[src/rtl/fetch_stage_if.sv]
// ============================================================================
// Module : fetch_stage_if
// Instruction-memory request/response channel between fetch and imem.
// Rev    : 1.0
// ============================================================================
`default_nettype none

interface fetch_stage_if;
  logic        imem_req;
  logic [31:0] imem_addr;
  logic        imem_ready;
  logic        imem_rvalid;
  logic [31:0] imem_rdata;

  modport master (
    output imem_req, imem_addr,
    input  imem_ready, imem_rvalid, imem_rdata
  );

  modport slave (
    input  imem_req, imem_addr,
    output imem_ready, imem_rvalid, imem_rdata
  );
endinterface

`default_nettype wire

[src/rtl/fetch_stage.sv]
// ============================================================================
// Module : fetch_stage
// RV32I fetch: sequential PC, credit-limited imem requests, response FIFO,
// IF/ID register with stall / flush / redirect.
// Rev    : 1.0
// ============================================================================
`default_nettype none

module fetch_stage #(
  parameter logic [31:0] RESET_PC        = 32'h0000_0000,
  parameter int          FIFO_DEPTH      = 2,
  parameter int          MAX_OUTSTANDING = 2,
  parameter logic [31:0] NOP_INSTR       = 32'h0000_0013
) (
  input  wire logic        clk,
  input  wire logic        rst,
  input  wire logic        keep,
  input  wire logic        nop,
  input  wire logic        redirect_valid,
  input  wire logic [31:0] redirect_pc,
  fetch_stage_if.master    imem,
  output logic [31:0]      PC_pype0,
  output logic [31:0]      PCp4_pype0,
  output logic [31:0]      Instraction_pype,
  output logic             fetch_valid
);

  localparam int         FAW       = $clog2(FIFO_DEPTH);
  localparam int         PQW       = (MAX_OUTSTANDING > 1) ? $clog2(MAX_OUTSTANDING) : 1;
  localparam logic [7:0] C_FD      = 8'(FIFO_DEPTH);
  localparam logic [7:0] C_MO      = 8'(MAX_OUTSTANDING);
  localparam logic [PQW-1:0] C_PQ_LAST = PQW'(MAX_OUTSTANDING - 1);

  logic [31:0]    r_fetch_pc;
  logic [7:0]     r_o;
  logic [7:0]     r_d;
  logic [7:0]     r_c;
  logic [31:0]    r_pcq [MAX_OUTSTANDING];
  logic [PQW-1:0] r_pcq_wr;
  logic [PQW-1:0] r_pcq_rd;
  logic [31:0]    r_fifo_pc  [FIFO_DEPTH];
  logic [31:0]    r_fifo_ins [FIFO_DEPTH];
  logic [FAW-1:0] r_fwr;
  logic [FAW-1:0] r_frd;

  logic [7:0]  w_credit;
  logic        w_accept;
  logic        w_resp;
  logic        w_drop;
  logic        w_deliver;
  logic [31:0] w_resp_pc;
  logic [31:0] w_target;
  logic        w_push;
  logic        w_pop;
  logic        w_ld_bubble;
  logic        w_ld_head;
  logic        w_ld_bypass;

  // Responses already counted as "to drop" do not consume FIFO credit.
  assign w_credit  = r_o - r_d + r_c;
  assign imem.imem_req  = !rst && !redirect_valid && (w_credit < C_FD) && (r_o < C_MO);
  assign imem.imem_addr = r_fetch_pc;

  assign w_accept  = imem.imem_req && imem.imem_ready;
  assign w_resp    = imem.imem_rvalid && (r_o != 8'd0);
  assign w_drop    = (r_d != 8'd0);
  assign w_deliver = w_resp && !w_drop && !redirect_valid;
  assign w_resp_pc = r_pcq[r_pcq_rd];
  assign w_target  = redirect_pc & ~32'h3;

  always_comb begin
    w_push      = 1'b0;
    w_pop       = 1'b0;
    w_ld_bubble = 1'b0;
    w_ld_head   = 1'b0;
    w_ld_bypass = 1'b0;
    if (redirect_valid) begin
      w_ld_bubble = 1'b1;
    end else if (nop) begin
      w_ld_bubble = 1'b1;
      w_pop       = (r_c != 8'd0);
      w_push      = w_deliver;
    end else if (keep) begin
      w_push = w_deliver;
    end else if (r_c != 8'd0) begin
      w_ld_head = 1'b1;
      w_pop     = 1'b1;
      w_push    = w_deliver;
    end else if (w_deliver) begin
      w_ld_bypass = 1'b1;
    end else begin
      w_ld_bubble = 1'b1;
    end
  end

  always_ff @(posedge clk) begin
    if (rst) begin
      r_fetch_pc <= RESET_PC;
      r_o        <= 8'd0;
      r_d        <= 8'd0;
      r_c        <= 8'd0;
      r_pcq_wr   <= '0;
      r_pcq_rd   <= '0;
      r_fwr      <= '0;
      r_frd      <= '0;
    end else if (redirect_valid) begin
      r_fetch_pc <= w_target;
      r_o        <= r_o - {7'd0, w_resp};
      r_d        <= r_o - {7'd0, w_resp};
      r_c        <= 8'd0;
      r_pcq_wr   <= '0;
      r_pcq_rd   <= '0;
      r_fwr      <= '0;
      r_frd      <= '0;
    end else begin
      if (w_accept) begin
        r_fetch_pc        <= r_fetch_pc + 32'd4;
        r_pcq[r_pcq_wr]   <= r_fetch_pc;
        r_pcq_wr          <= (r_pcq_wr == C_PQ_LAST) ? '0 : r_pcq_wr + PQW'(1);
      end
      if (w_resp && !w_drop) begin
        r_pcq_rd <= (r_pcq_rd == C_PQ_LAST) ? '0 : r_pcq_rd + PQW'(1);
      end
      r_o <= r_o + {7'd0, w_accept} - {7'd0, w_resp};
      r_d <= r_d - {7'd0, (w_resp && w_drop)};
      if (w_push) begin
        r_fifo_pc[r_fwr]  <= w_resp_pc;
        r_fifo_ins[r_fwr] <= imem.imem_rdata;
        r_fwr             <= r_fwr + FAW'(1);
      end
      if (w_pop) begin
        r_frd <= r_frd + FAW'(1);
      end
      r_c <= r_c + {7'd0, w_push} - {7'd0, w_pop};
    end
  end

  always_ff @(posedge clk) begin
    if (rst || w_ld_bubble) begin
      PC_pype0         <= 32'd0;
      PCp4_pype0       <= 32'd0;
      Instraction_pype <= NOP_INSTR;
      fetch_valid      <= 1'b0;
    end else if (w_ld_head) begin
      PC_pype0         <= r_fifo_pc[r_frd];
      PCp4_pype0       <= r_fifo_pc[r_frd] + 32'd4;
      Instraction_pype <= r_fifo_ins[r_frd];
      fetch_valid      <= 1'b1;
    end else if (w_ld_bypass) begin
      PC_pype0         <= w_resp_pc;
      PCp4_pype0       <= w_resp_pc + 32'd4;
      Instraction_pype <= imem.imem_rdata;
      fetch_valid      <= 1'b1;
    end
  end

endmodule

`default_nettype wire

[src/flat_wrapper.sv]
// flat-port wrapper written by rule: the top's interface ports become plain ports
module fetch_stage_flat 
#(
  parameter logic [31:0] RESET_PC        = 32'h0000_0000,
  parameter int          FIFO_DEPTH      = 2,
  parameter int          MAX_OUTSTANDING = 2,
  parameter logic [31:0] NOP_INSTR       = 32'h0000_0013
)
  (clk, rst, keep, nop, redirect_valid, redirect_pc, PC_pype0, PCp4_pype0, Instraction_pype, fetch_valid, imem_imem_req, imem_imem_addr, imem_imem_ready, imem_imem_rvalid, imem_imem_rdata);
  fetch_stage_if imem_i ();
  input  wire logic clk;
  input  wire logic rst;
  input  wire logic keep;
  input  wire logic nop;
  input  wire logic redirect_valid;
  input  wire logic [31:0] redirect_pc;
  output logic [31:0] PC_pype0;
  output logic [31:0] PCp4_pype0;
  output logic [31:0] Instraction_pype;
  output logic fetch_valid;
  output wire logic [$bits(imem_i.imem_req)-1:0] imem_imem_req;
  output wire logic [$bits(imem_i.imem_addr)-1:0] imem_imem_addr;
  input wire logic [$bits(imem_i.imem_ready)-1:0] imem_imem_ready;
  input wire logic [$bits(imem_i.imem_rvalid)-1:0] imem_imem_rvalid;
  input wire logic [$bits(imem_i.imem_rdata)-1:0] imem_imem_rdata;
  assign imem_imem_req = imem_i.imem_req;
  assign imem_imem_addr = imem_i.imem_addr;
  assign imem_i.imem_ready = imem_imem_ready;
  assign imem_i.imem_rvalid = imem_imem_rvalid;
  assign imem_i.imem_rdata = imem_imem_rdata;
  fetch_stage #(.RESET_PC(RESET_PC), .FIFO_DEPTH(FIFO_DEPTH), .MAX_OUTSTANDING(MAX_OUTSTANDING), .NOP_INSTR(NOP_INSTR)) u_core (.clk(clk), .rst(rst), .keep(keep), .nop(nop), .redirect_valid(redirect_valid), .redirect_pc(redirect_pc), .imem(imem_i), .PC_pype0(PC_pype0), .PCp4_pype0(PCp4_pype0), .Instraction_pype(Instraction_pype), .fetch_valid(fetch_valid));
endmodule
[config.mk]
export PLATFORM = sky130hd
export DESIGN_NAME = fetch_stage_flat
export DESIGN_NICKNAME = d
export VERILOG_FILES = /design/src/rtl/fetch_stage_if.sv /design/src/rtl/fetch_stage.sv /design/src/flat_wrapper.sv
export SDC_FILE = /design/constraint.sdc
export NUM_CORES = 1
export LEC_CHECK = 0
export ABC_AREA = 1
export CELL_PAD_IN_SITES_DETAIL_PLACEMENT = 1
export CELL_PAD_IN_SITES_GLOBAL_PLACEMENT = 2
export CORE_UTILIZATION = 37
export CTS_CLUSTER_DIAMETER = 80
export DETAILED_ROUTE_END_ITERATION = 6
export PLACE_DENSITY = 0.9
export SLEW_MARGIN = 0
export SYNTH_ARGS = -nofsm -noshare
export SYNTH_HDL_FRONTEND = slang
export SYNTH_SLANG_ARGS = --single-unit
[constraint.sdc]
create_clock -name clk -period 16.57 [get_ports clk]
set_input_delay 1.657 -clock clk [delete_from_list [all_inputs] [get_ports clk]]
set_output_delay 1.657 -clock clk [all_outputs]
set_load 0.03 [all_outputs]
Yosys cells after proc, flatten, opt, wreduce, memory -nomap -nowiden

Memories as Yosys holds them, arrays and structs flattened. A register that Yosys moved wholly into a read port is not among the register bits.
Cells that the tools add are included.

Register bits after elaboration: 157
RAM bits: 192
Memories: 3

Memory list:

| memory            | words | width | read ports | clocked after Yosys merged registers in | wr ports | line              | RTL |
|---|---|---|---|---|---|---|---|
| u_core.r_fifo_ins | 2     | 32    | 1          | 1                                       | 1        | fetch_stage.sv:42 | `logic [31:0] r_fifo_ins [FIFO_DEPTH];` |
| u_core.r_fifo_pc  | 2     | 32    | 1          | 1                                       | 1        | fetch_stage.sv:41 | `logic [31:0] r_fifo_pc [FIFO_DEPTH];` |
| u_core.r_pcq      | 2     | 32    | 1          | 1                                       | 1        | fetch_stage.sv:38 | `logic [31:0] r_pcq [MAX_OUTSTANDING];` |

$add $sub $neg: 15
Magnitude comparators: 2
Mux-type cells: 48
Reductions and logical operators: 18

Operators with widths:

| operator                                                    | count |
|---|---|
| 2-to-1 mux 32 bit                                           | 8 |
| adder 32 x 3 -> 32 bit (second input constant)              | 3 |
| 2-to-1 mux 1 bit                                            | 38 |
| subtractor 8 x 1 -> 8 bit                                   | 4 |
| nonzero test 8 bit                                          | 3 |
| adder 8 x 1 -> 8 bit                                        | 2 |
| less-than comparator 8 x 2 -> 1 bit (second input constant) | 2 |
| 2-to-1 mux 8 bit                                            | 2 |
| adder 8 bit                                                 | 1 |
| logical AND 1 bit                                           | 8 |
| subtractor 8 bit                                            | 1 |
| adder 1 bit (second input constant)                         | 4 |
| nonzero test 2 bit                                          | 2 |
| zero test 1 bit                                             | 3 |
| OR reduction 2 bit                                          | 1 |
| logical OR 1 bit                                            | 1 |

Depth between registers and ports, before layout

Gate-level depths: netlist of run 1.

Depth in word-level cells: 12
Depth in mapped cells: 27
Depth with buffers taken out: 27

Worst setup path after synthesis of run 1

Ideal clock, no wire load.

Path kind: input-to-reg
From: input rst
To: memory u_core.r_fifo_ins[0][0], enable pin
Setup time: 635 ps
Data arrival time: 7,983 ps
Required time: 15,935 ps
Path slack: 7,952 ps
Cell stages on the path: 3
Buffers on the path: 2
Path through: clkbuf_1 -> clkbuf_1 -> nor4_1

Longest elaborated chain between the ends: 2

Ends and longest elaborated chain:

| item                                   | line               | RTL |
|---|---|---|
| start: declaration                     | flat_wrapper.sv:12 | `input wire logic rst;` |
| 2-to-1 mux 1 bit                       | fetch_stage.sv:97  | `if (rst) begin` |
| 2-to-1 mux 1 bit (not written as such) | fetch_stage.sv:128 | `r_fifo_ins[r_fwr] <= imem.imem_rdata;` |
| end: declaration                       | fetch_stage.sv:42  |  |

Every way passes these cells.

Final worst setup path of run 1

From: input rst
To: output imem_imem_req

Longest elaborated chain between the ends: 4

Ends and longest elaborated chain:

| item                           | line               | RTL |
|---|---|---|
| zero test 1 bit                | fetch_stage.sv:61  | `assign imem.imem_req = !rst && !redirect_valid && (w_credit < C_FD) && (r_o < C_MO);` |
| logical AND 1 bit (3 in a row) | fetch_stage.sv:61  |  |
| end: declaration               | flat_wrapper.sv:21 | `output wire logic [$bits(imem_i.imem_req)-1:0] imem_imem_req;` |

Every way passes these cells.

==> results of run 1 <==
[worst max-delay path, cell delays in order]
cell and delay, ns:
clkdlybuf4s50_1 0.40, buf_4 0.29, nor2_1 0.20, nand3_1 0.09
nor3_1 0.20, nand3_1 0.15, nor4_1 0.31, clkdlybuf4s50_1 0.73
[power groups by stage]
stage / clock [W] / combinational, W / sequential [W]
2_1_floorplan: 0 / 0.000678 / 0.00101
3_3_place_gp: 0 / 0.000896 / 0.000996
3_5_place_dp: 0 / 0.000940 / 0.00100
4_1_cts: 0.000939 / 0.000951 / 0.000982
5_1_grt: 0.000972 / 0.00107 / 0.000989
6_report: 0.000918 / 0.000941 / 0.000981
[layout make-up]
class / count / area, µm² / share of cell area, %
Sequential cell: 337 / 8590 / 42.6
Multi-Input combinational cell: 1265 / 6580 / 32.6
Timing Repair Buffer: 209 / 2040 / 10.1
Clock buffer: 49 / 1080 / 5.34
Inverter: 230 / 863 / 4.28
Tap cell: 585 / 732 / 3.63
Clock inverter: 23 / 292 / 1.44
[state kept, by name, indices dropped and copies added (netlist names), named ones only]
signal                   cells
u_core.r_c                   8
u_core.PCp4_pype0           30
u_core.r_fifo_pc            60
u_core.PC_pype0             30
u_core.r_fwr                 1
u_core.r_o                   8
u_core.r_pcq_rd              1
u_core.r_d                   8
u_core.r_pcq_wr              1
u_core.fetch_valid           1
u_core.r_pcq                60
u_core.imem.imem_addr       30
u_core.r_fifo_ins           64
u_core.r_frd                 1
u_core.Instraction_pype     32
[layer usage]
layer | part of all wire [%] | global-route usage, % | wire length [µm] | vias up
li1 | - | - | - | 6646
met1 | 46 | 28.3 | 22000 | 6558
met2 | 48 | 35.9 | 22600 | 273
met3 | 4.5 | 3.94 | 2130 | 61
met4 | 1.7 | 4.84 | 792 | 2
met5 | 0.034 | 0 | 16 | -
[placed cells by master, fill, tap and decap left out, types with 36 or more instances in the layout]
cell type,Yosys,final
dfxtp_1,153,152
nand2_1,492,492
nor2_1,129,127
nand3_1,142,142
clkdlybuf4s50_1,0,191
a21oi_1,85,85
ha_1,41,41
a31oi_1,36,36
edfxtp_1,184,184
o21ai_0,155,155
clkbuf_16,0,41
inv_1,227,226
[kinds of logic after synthesis]
group | after synthesis | share of synthesized area (%)
compound gates | 297 | 9.70
xor+xnor | 33 | 1.76
fa+ha+maj | 50 | 4.21
buf+inv | 321 | 8.03
flops | 337 | 52.2
mux | 33 | 2.26
other cells | 1 | 0.0228
simple gates | 846 | 21.8
[through the flow]
step                      hold WS (ns)  cell area [µm²]  worst slack, ns  std cells
after floorplan                  0.426            16500             7.95       1923
after global placement           0.431            18800            10.78       2626
after detailed placement         0.444            18800            10.80       2626
after CTS                        0.452            20200            10.79       2698
after global routing             0.464            20200            10.70       2698
final                            0.453            20200            10.85       2698
[worst min-delay path by stage]
stage,from,to,slack (ns),cells after the start
floorplan,u_core.r_pcq_rd,register,0.43,1
global placement,u_core.r_frd,register,0.43,1
detailed placement,u_core.r_pcq_rd,register,0.44,1
CTS,u_core.r_pcq_rd,u_core.r_pcq_rd,0.45,1
global route,u_core.r_pcq_rd,register,0.46,1
finish,u_core.r_pcq_rd,register,0.45,1
==> flow_summary.json, run 1 <==
{
  "fin_tns_setup_ns": 0,
  "cts_max_path_buffers": 3,
  "cts_resized": 0,
  "timing.rr.start": "u_core.r_o[1]",
  "cts_htree_levels": 2,
  "grt_start_max_net_pins": 96,
  "peakVddDrop_uv": 72.5,
  "rows": 76,
  "grt-ovfl-total": 0,
  "r2r_end": "u_core.r_o[6]",
  "clkSlewWorstSetupHoldPaths_ns": 0.06,
  "antenna_found_initial": 1,
  "drive_above_1_share_pct": 7.29,
  "fmax_ghz": 0.175,
  "die_h_um": 213,
  "clkLatencyLatePin_ns": 0.56,
  "syn_inst": 1918,
  "path_max_fanout": 42,
  "crit_required_ns": 14.91,
  "final_util_pct": 46.4,
  "firstDrtPassIters": 5,
  "critPathArrivalTime_ns": 4.06,
  "power_density_nw_per_um2": 141,
  "tightestPinTransition_ns": 1.11,
  "seq_power_share_pct": 34.5,
  "rsz0062_at_grt": "no",
  "grt_pass1_vias": 14300,
  "core_area_um2": 43500,
  "power_w": 0.00284,
  "setup-violations-final": 0,
  "crit_type": "in2out",
  "period_needed_ns": 5.72,
  "start_util_pct": 37.8,
  "cts-hold-fix-buffers": 0,
  "netlist-cell-type-count": 49,
  "slew_headroom_pct": 25.8,
  "yosysTopAreaCell": "edfxtp_1",
  "drc_errors": 0,
  "leakagePower_nw": 8.09,
  "clock_sinks": 337,
  "die_area_um2": 45300,
  "syn_area_um2": 16400,
  "synth_area_leaders": "edfxtp_1 (34%), dfxtp_1 (19%), nand2_1 (11%)",
  "reg2regPathDepth": 27,
  "combPwrFrac_pct": 33.1,
  "synth_top_cell_area_share_pct": 33.6,
  "portBuffers": 192,
  "antenna_cells": 0,
  "ioPinCount": 201,
  "fillers": 5120,
  "startpoint_type": "input port",
  "wl_mm": 47.5,
  "p_switching_w": 0.00102,
  "cts_tree": "built",
  "fin_nets": 2203,
  "synth.top_cells.by_count": "nand2_1 (492), inv_1 (227), edfxtp_1 (184), o21ai_0 (155), dfxtp_1 (153)",
  "cts-root-buf": "clkbuf_16",
  "status": "completed",
  "die_w_um": 213,
  "r2r_setup_slack_ns": 12.01,
  "cts_made_buffers": 39,
  "ys.flop_type": "edfxtp_1",
  "area_delta_synth_final_pct": 22.7,
  "clkPwrFrac_pct": 32.3,
  "gp_congestion": 0.829,
  "period_share_pct": 34.5,
  "cts_setup_buffers": 0,
  "clock_skew_ns": 0.0170,
  "yosysWarnings": 0,
  "end_kind": "output pin",
  "synthArstFlopShare_pct": 0,
  "synth_edf_count": 184,
  "routed-via-count": 13500,
  "via_per_inst": 5.02,
  "ys_ff_latch": 337,
  "grt_pass1_wl_mm": 76.1,
  "grt_usage_pct": 21.3,
  "yosysMostFrequentCell": "nand2_1",
  "slew_violations": 0,
  "drt_iter0_markers": 712,
  "worstSetupStartpoint": "rst",
  "power.share.switching_pct": 36.0,
  "cap_viol_max_count": 0,
  "hpwlAfterDp_mm": 32.5,
  "synth.avg_cell_area_um2": 8.57,
  "hp-class": "reg2reg",
  "cp-endpoint": "imem_imem_req",
  "intPower_w": 0.00182,
  "ant_nets": 0,
  "hold_viol_final": 0,
  "wl_per_cell_um": 17.6,
  "ys_seq_area_share_pct": 52.2
}
(Power assumes the default switching activity.)
==> inputs of run 2 (changes only) <==
Settings changed: CORE_UTILIZATION 37 to 31, PLACE_DENSITY 0.9 to 0.81.
Clock period 16.57 ns to 5.2 ns, I/O delays scaled along.
==> flow_summary.json, run 2 (synthesis results as in run 1) <==
{
  "hp-class": "reg2reg",
  "gp_congestion": 0.820,
  "seq_area_um2": 8590,
  "die_w_um": 232,
  "wl_mm": 47.9,
  "tightestPinTransition_ns": 0.963,
  "met1_usage_pct": 23.3,
  "clkLatencyLatePin_ns": 0.56,
  "cap_viol_max_count": 0,
  "antenna_cells": 0,
  "period_needed_ns": 4.31,
  "use_met3_pct": 3.12,
  "largest_reg_flops": 64,
  "min_from": "u_core.r_frd",
  "core_area_um2": 52400,
  "crit_type": "reg2out",
  "ant_nets": 0,
  "drc_errors": 1,
  "top_register": "u_core.r_fifo_ins",
  "via_per_inst": 4.82,
  "fillers": 6133,
  "cts_htree_levels": 2,
  "critPathArrivalTime_ns": 3.79,
  "slew_headroom_pct": 35.8,
  "fin_nets": 2211,
  "grt.busiest_layer": "met2",
  "cts_resized": 0,
  "area_delta_synth_final_pct": 23.9,
  "leakagePower_nw": 8.10,
  "period_share_pct": 83.0,
  "die_h_um": 232,
  "ioPinCount": 201,
  "firstDrtPassIters": 7,
  "rsz0062_at_grt": "no",
  "final_cell_mix": "nand2_1 (492), inv_1 (226), clkdlybuf4s50_1 (191)",
  "start_util_pct": 31.4,
  "die_area_um2": 54000,
  "setup-violations-final": 0,
  "whs_ns": 0.453,
  "status": "complete, but fails checks",
  "grt_usage_pct": 17.7,
  "cts-root-buf": "clkbuf_16",
  "crit_chain": "inv_1 > fa_1 > fa_1 > nand3_1 > nor3_1 > nand3_1 > nor4_1 > clkdlybuf4s50_1",
  "routed-via-count": 13500,
  "drive_above_1_share_pct": 7.54,
  "slowest_delay_ns": 0.74,
  "slew_violations": 0,
  "layout_commonest_cell": "nand2_1",
  "cts-hold-fix-buffers": 0,
  "grt_pass1_vias": 13900,
  "fmax_ghz": 0.232,
  "r2r_end": "u_core.r_o[6]",
  "grt_use_met2_pct": 30.0,
  "timing.rr.start": "u_core.r_o[1]",
  "startpoint_type": "register",
  "multi_input_area_um2": 6590,
  "reg2regPathDepth": 23,
  "antenna_found_initial": 0,
  "clkSlewWorstSetupHoldPaths_ns": 0.06,
  "grt_pass1_wl_mm": 75.2,
  "portBuffers": 192,
  "cts_made_buffers": 41,
  "grt_start_max_net_pins": 133,
  "hpwlAfterDp_mm": 32.9,
  "crit_slowest_cell": "clkdlybuf4s50_1",
  "cts_setup_buffers": 0,
  "final_util_pct": 38.8,
  "fin_area_um2": 20400,
  "path_max_fanout": 5,
  "reg.largest.list": "u_core.r_fifo_ins (64), u_core.r_fifo_pc (60), u_core.r_pcq (60)",
  "min_path_cells": 1,
  "drt_iter0_markers": 727,
  "rows": 84,
  "cts_max_path_buffers": 3,
  "placed_area_um2": 19000,
  "hold_viol_final": 0,
  "clock_skew_ns": 0.0141,
  "end_kind": "output pin",
  "peakVddDrop_uv": 231,
  "crit_required_ns": 4.68,
  "clock_sinks": 337,
  "cts_tree": "built",
  "power_density_nw_per_um2": 443,
  "wl_per_cell_um": 17.1,
  "grt-ovfl-total": 0,
  "failed_checks": "DRC",
  "r2r_setup_slack_ns": 0.89,
  "fin_tns_setup_ns": 0
}
run 2: cell count changes in the layout (fill, tap and decap cells not counted), moves of 2 or more:
cell | before | now
clkinvlp_4 | 0 | 2
clkbuf_8 | 2 | 7
buf_4 | 17 | 22
bufinv_16 | 6 | 3
inv_6 | 1 | 4
clkinv_2 | 9 | 4
clkinv_1 | 3 | 0
clkbuf_1 | 5 | 11
run 2: layout make-up:
class | count | share of cell area (%)
Sequential cell | 337 | 42.2
Clock inverter | 15 | 0.860
Multi-Input combinational cell | 1265 | 32.4
Clock buffer | 60 | 5.84
Tap cell | 688 | 4.23
Inverter | 230 | 4.24
Timing Repair Buffer | 215 | 10.3
run 2: through the flow:
stage	std cells	power, W	worst slack, ns
2_1_floorplan	1923	0.00537	0.0749
3_3_place_gp	2735	0.00609	1.01
3_5_place_dp	2735	0.00622	0.849
4_1_cts	2810	0.00917	0.735
5_1_grt	2810	0.00965	0.465
6_report	2810	0.00903	0.885
run 2: critical path, delay by kind of cell, from the launching register on:
kind / cells / cell delay [ns]
fa+ha+maj: 2 / 1.09
buf+inv: 2 / 0.91
flops: 1 / 0.41
simple gates: 4 / 0.83
run 2: how the worst max path moves through the flow:
| stage | startpoint | end | slack, ns | depth (start not counted) |
|---|---|---|---|---|
| floorplan | u_core.r_o[2] | u_core.r_fifo_ins[0][0] | 0.07 | 9 |
| global placement | u_core.r_c[1] | u_core.r_o[6] | 1.01 | 26 |
| detailed placement | u_core.r_o[1] | u_core.r_o[6] | 0.85 | 26 |
| CTS | u_core.r_o[1] | imem_imem_req | 0.74 | 8 |
| global route | u_core.r_o[1] | u_core.r_o[6] | 0.47 | 25 |
| finish | u_core.r_o[1] | imem_imem_req | 0.89 | 8 |
run 2: power breakdown:
group	switching, W	internal, W	leakage [nW]	total (W)
clock network	0.00115	0.00174	0.666	0.00289
logic	0.00199	0.00103	4.53	0.00302
registers	0.000122	0.00299	2.91	0.00311
total	0.00326	0.00577	8.10	0.00903
run 2: per-layer routing:
metal | up-vias | part of all wire [%] | wire [µm]
met2 | 255 | 47 | 22400
li1 | 6656 | - | -
met5 | - | 0 | 0
met4 | 0 | 1.7 | 828
met1 | 6563 | 47 | 22300
met3 | 57 | 4.9 | 2340
==> inputs of run 3 (changes only) <==
Clock period 5.2 ns to 3.8 ns, I/O delays scaled along.
==> flow_summary.json, run 3 (synthesis results as in run 1) <==
{
  "status": "complete, but fails checks",
  "failed_checks": "setup timing",
  "ant_nets": 0,
  "largest_reg_flops": 64,
  "layout_commonest_cell": "nand2_1",
  "cts-root-buf": "clkbuf_16",
  "clkSlewWorstSetupHoldPaths_ns": 0.06,
  "critPathArrivalTime_ns": 4.22,
  "whs_ns": 0.346,
  "slew_headroom_pct": 35.6,
  "via_per_inst": 4.81,
  "startpoint_type": "register",
  "grt-ovfl-total": 0,
  "fmax_ghz": 0.263,
  "ioPinCount": 201,
  "path_max_fanout": 2,
  "drc_errors": 0,
  "tightestPinTransition_ns": 0.967,
  "power_w": 0.0132,
  "peakVddDrop_uv": 310,
  "hpwlAfterDp_mm": 34.4,
  "grt_pass1_wl_mm": 78.2,
  "portBuffers": 192,
  "gp_congestion": 0.860,
  "hp-class": "in2reg",
  "clkLatencyLatePin_ns": 0.56,
  "period_share_pct": 100,
  "fin_area_um2": 20900,
  "cap_viol_max_count": 0,
  "top_register": "u_core.r_fifo_ins",
  "rsz0062_at_grt": "yes",
  "crit_required_ns": 4.22,
  "clock_sinks": 337,
  "cts_max_path_buffers": 3,
  "leakagePower_nw": 8.39,
  "reg.largest.list": "u_core.r_fifo_ins (64), u_core.r_fifo_pc (60), u_core.r_pcq (60)",
  "crit_type": "reg2reg",
  "drive_above_1_share_pct": 11.1,
  "grt_pass1_vias": 14400,
  "die_w_um": 232,
  "area_delta_synth_final_pct": 27.3,
  "grt_usage_pct": 18.3,
  "final_cell_mix": "nand2_1 (487), inv_1 (219), clkdlybuf4s50_1 (190)",
  "hold_viol_final": 0,
  "wl_per_cell_um": 17.2,
  "die_h_um": 232,
  "fin_nets": 2266,
  "routed-via-count": 13800,
  "power_density_nw_per_um2": 632,
  "rows": 84,
  "wl_mm": 49.3,
  "antenna_found_initial": 1,
  "slew_violations": 0,
  "period_needed_ns": 3.80,
  "cts-hold-fix-buffers": 0,
  "fin_ws_ns": -0.00462,
  "core_area_um2": 52400,
  "cts_tree": "built",
  "drt_iter0_markers": 515,
  "cts_made_buffers": 40,
  "cts_htree_levels": 2,
  "end_kind": "register",
  "firstDrtPassIters": 4,
  "grt_start_max_net_pins": 133,
  "clock_skew_ns": 0.0170,
  "start_util_pct": 31.4,
  "placed_area_um2": 19400,
  "setup-violations-final": 1,
  "die_area_um2": 54000
}
[run 3: cell types whose count changed in the layout (fill, tap and decap cells not counted), moves of 5 or more]
cell,delta
buf_12,+5
buf_4,+52
inv_1,-7
inv_2,+7
nand2_1,-5
nand2_2,+5
[run 3: final cells by class]
| class | instances | area, µm² |
|---|---|---|
| clock buffer | 55 | 1110 |
| inverter | 230 | 863 |
| antenna | 1 | 2.50 |
| timing repair buffer | 271 | 2580 |
| clock inverter | 18 | 236 |
| tap | 688 | 861 |
| sequential | 337 | 8590 |
| fill | 6125 | 31500 |
| multi-input combinational | 1265 | 6680 |
[run 3: path summary, 6_finish.rpt]
kind / cells after the start / slack, ns / end / from
worst min-delay path: 3 / 0.35 / register / redirect_valid
worst min register to register: 1 / 0.45 / register / u_core.r_pcq_rd
worst max-delay path: 25 / -0.005 / u_core.r_o[6] / u_core.r_c[1]
worst max register to register: 25 / -0.005 / u_core.r_o[6] / u_core.r_c[1]
[run 3: metrics by stage]
stage	setup TNS (ns)	util, %	cells	setup slack, ns
3_3_place_gp	-0.202	37.1	2782	-0.202
4_1_cts	-0.0938	39.8	2860	-0.0938
5_1_grt	-0.468	39.9	2865	-0.302
2_1_floorplan	0	-	1923	0.0119
3_5_place_dp	-0.409	37.1	2782	-0.327
6_report	-0.00462	39.9	2865	-0.00462
[run 3: what timing repair did]
item	CTS	global route
setup endpoints to repair	3	5
buffers inserted	5	4
pin swaps	16	19
gates resized for setup	17	13
[run 3: layer usage]
metal / wire [µm] / part of all wire, % / GRT usage (%) / up-vias
met1: 22900 / 46 / 24.1 / 6716
li1: - / - / - / 6766
met4: 904 / 1.8 / 4.42 / 0
met2: 23600 / 48 / 31.1 / 234
met5: 0 / 0 / 0 / -
met3: 1950 / 4.0 / 3.06 / 57
[run 3: worst max-delay path: stages (launching register included)]
cell     delay [ns]
dfxtp_2        0.33
inv_2          0.05
fa_1           0.50
fa_1           0.47
inv_1          0.11
nand3_1        0.08
nand3_1        0.10
xor2_1         0.15
nand3_1        0.11
nor2_1         0.13
nand3_2        0.14
inv_2          0.11
ha_4           0.14
inv_2          0.04
fa_2           0.34
inv_2          0.06
nand2_2        0.05
a21oi_2        0.11
nor2_1         0.06
or2_4          0.23
nand2_2        0.06
nand2_2        0.06
nand2_2        0.07
nand2_2        0.05
nand3_2        0.06
a21oi_2        0.05
[run 3: power by group]
group	switching, W	internal, W	total, W
registers	0.000165	0.00409	0.00426
logic	0.00300	0.00203	0.00502
clock network	0.00155	0.00239	0.00394
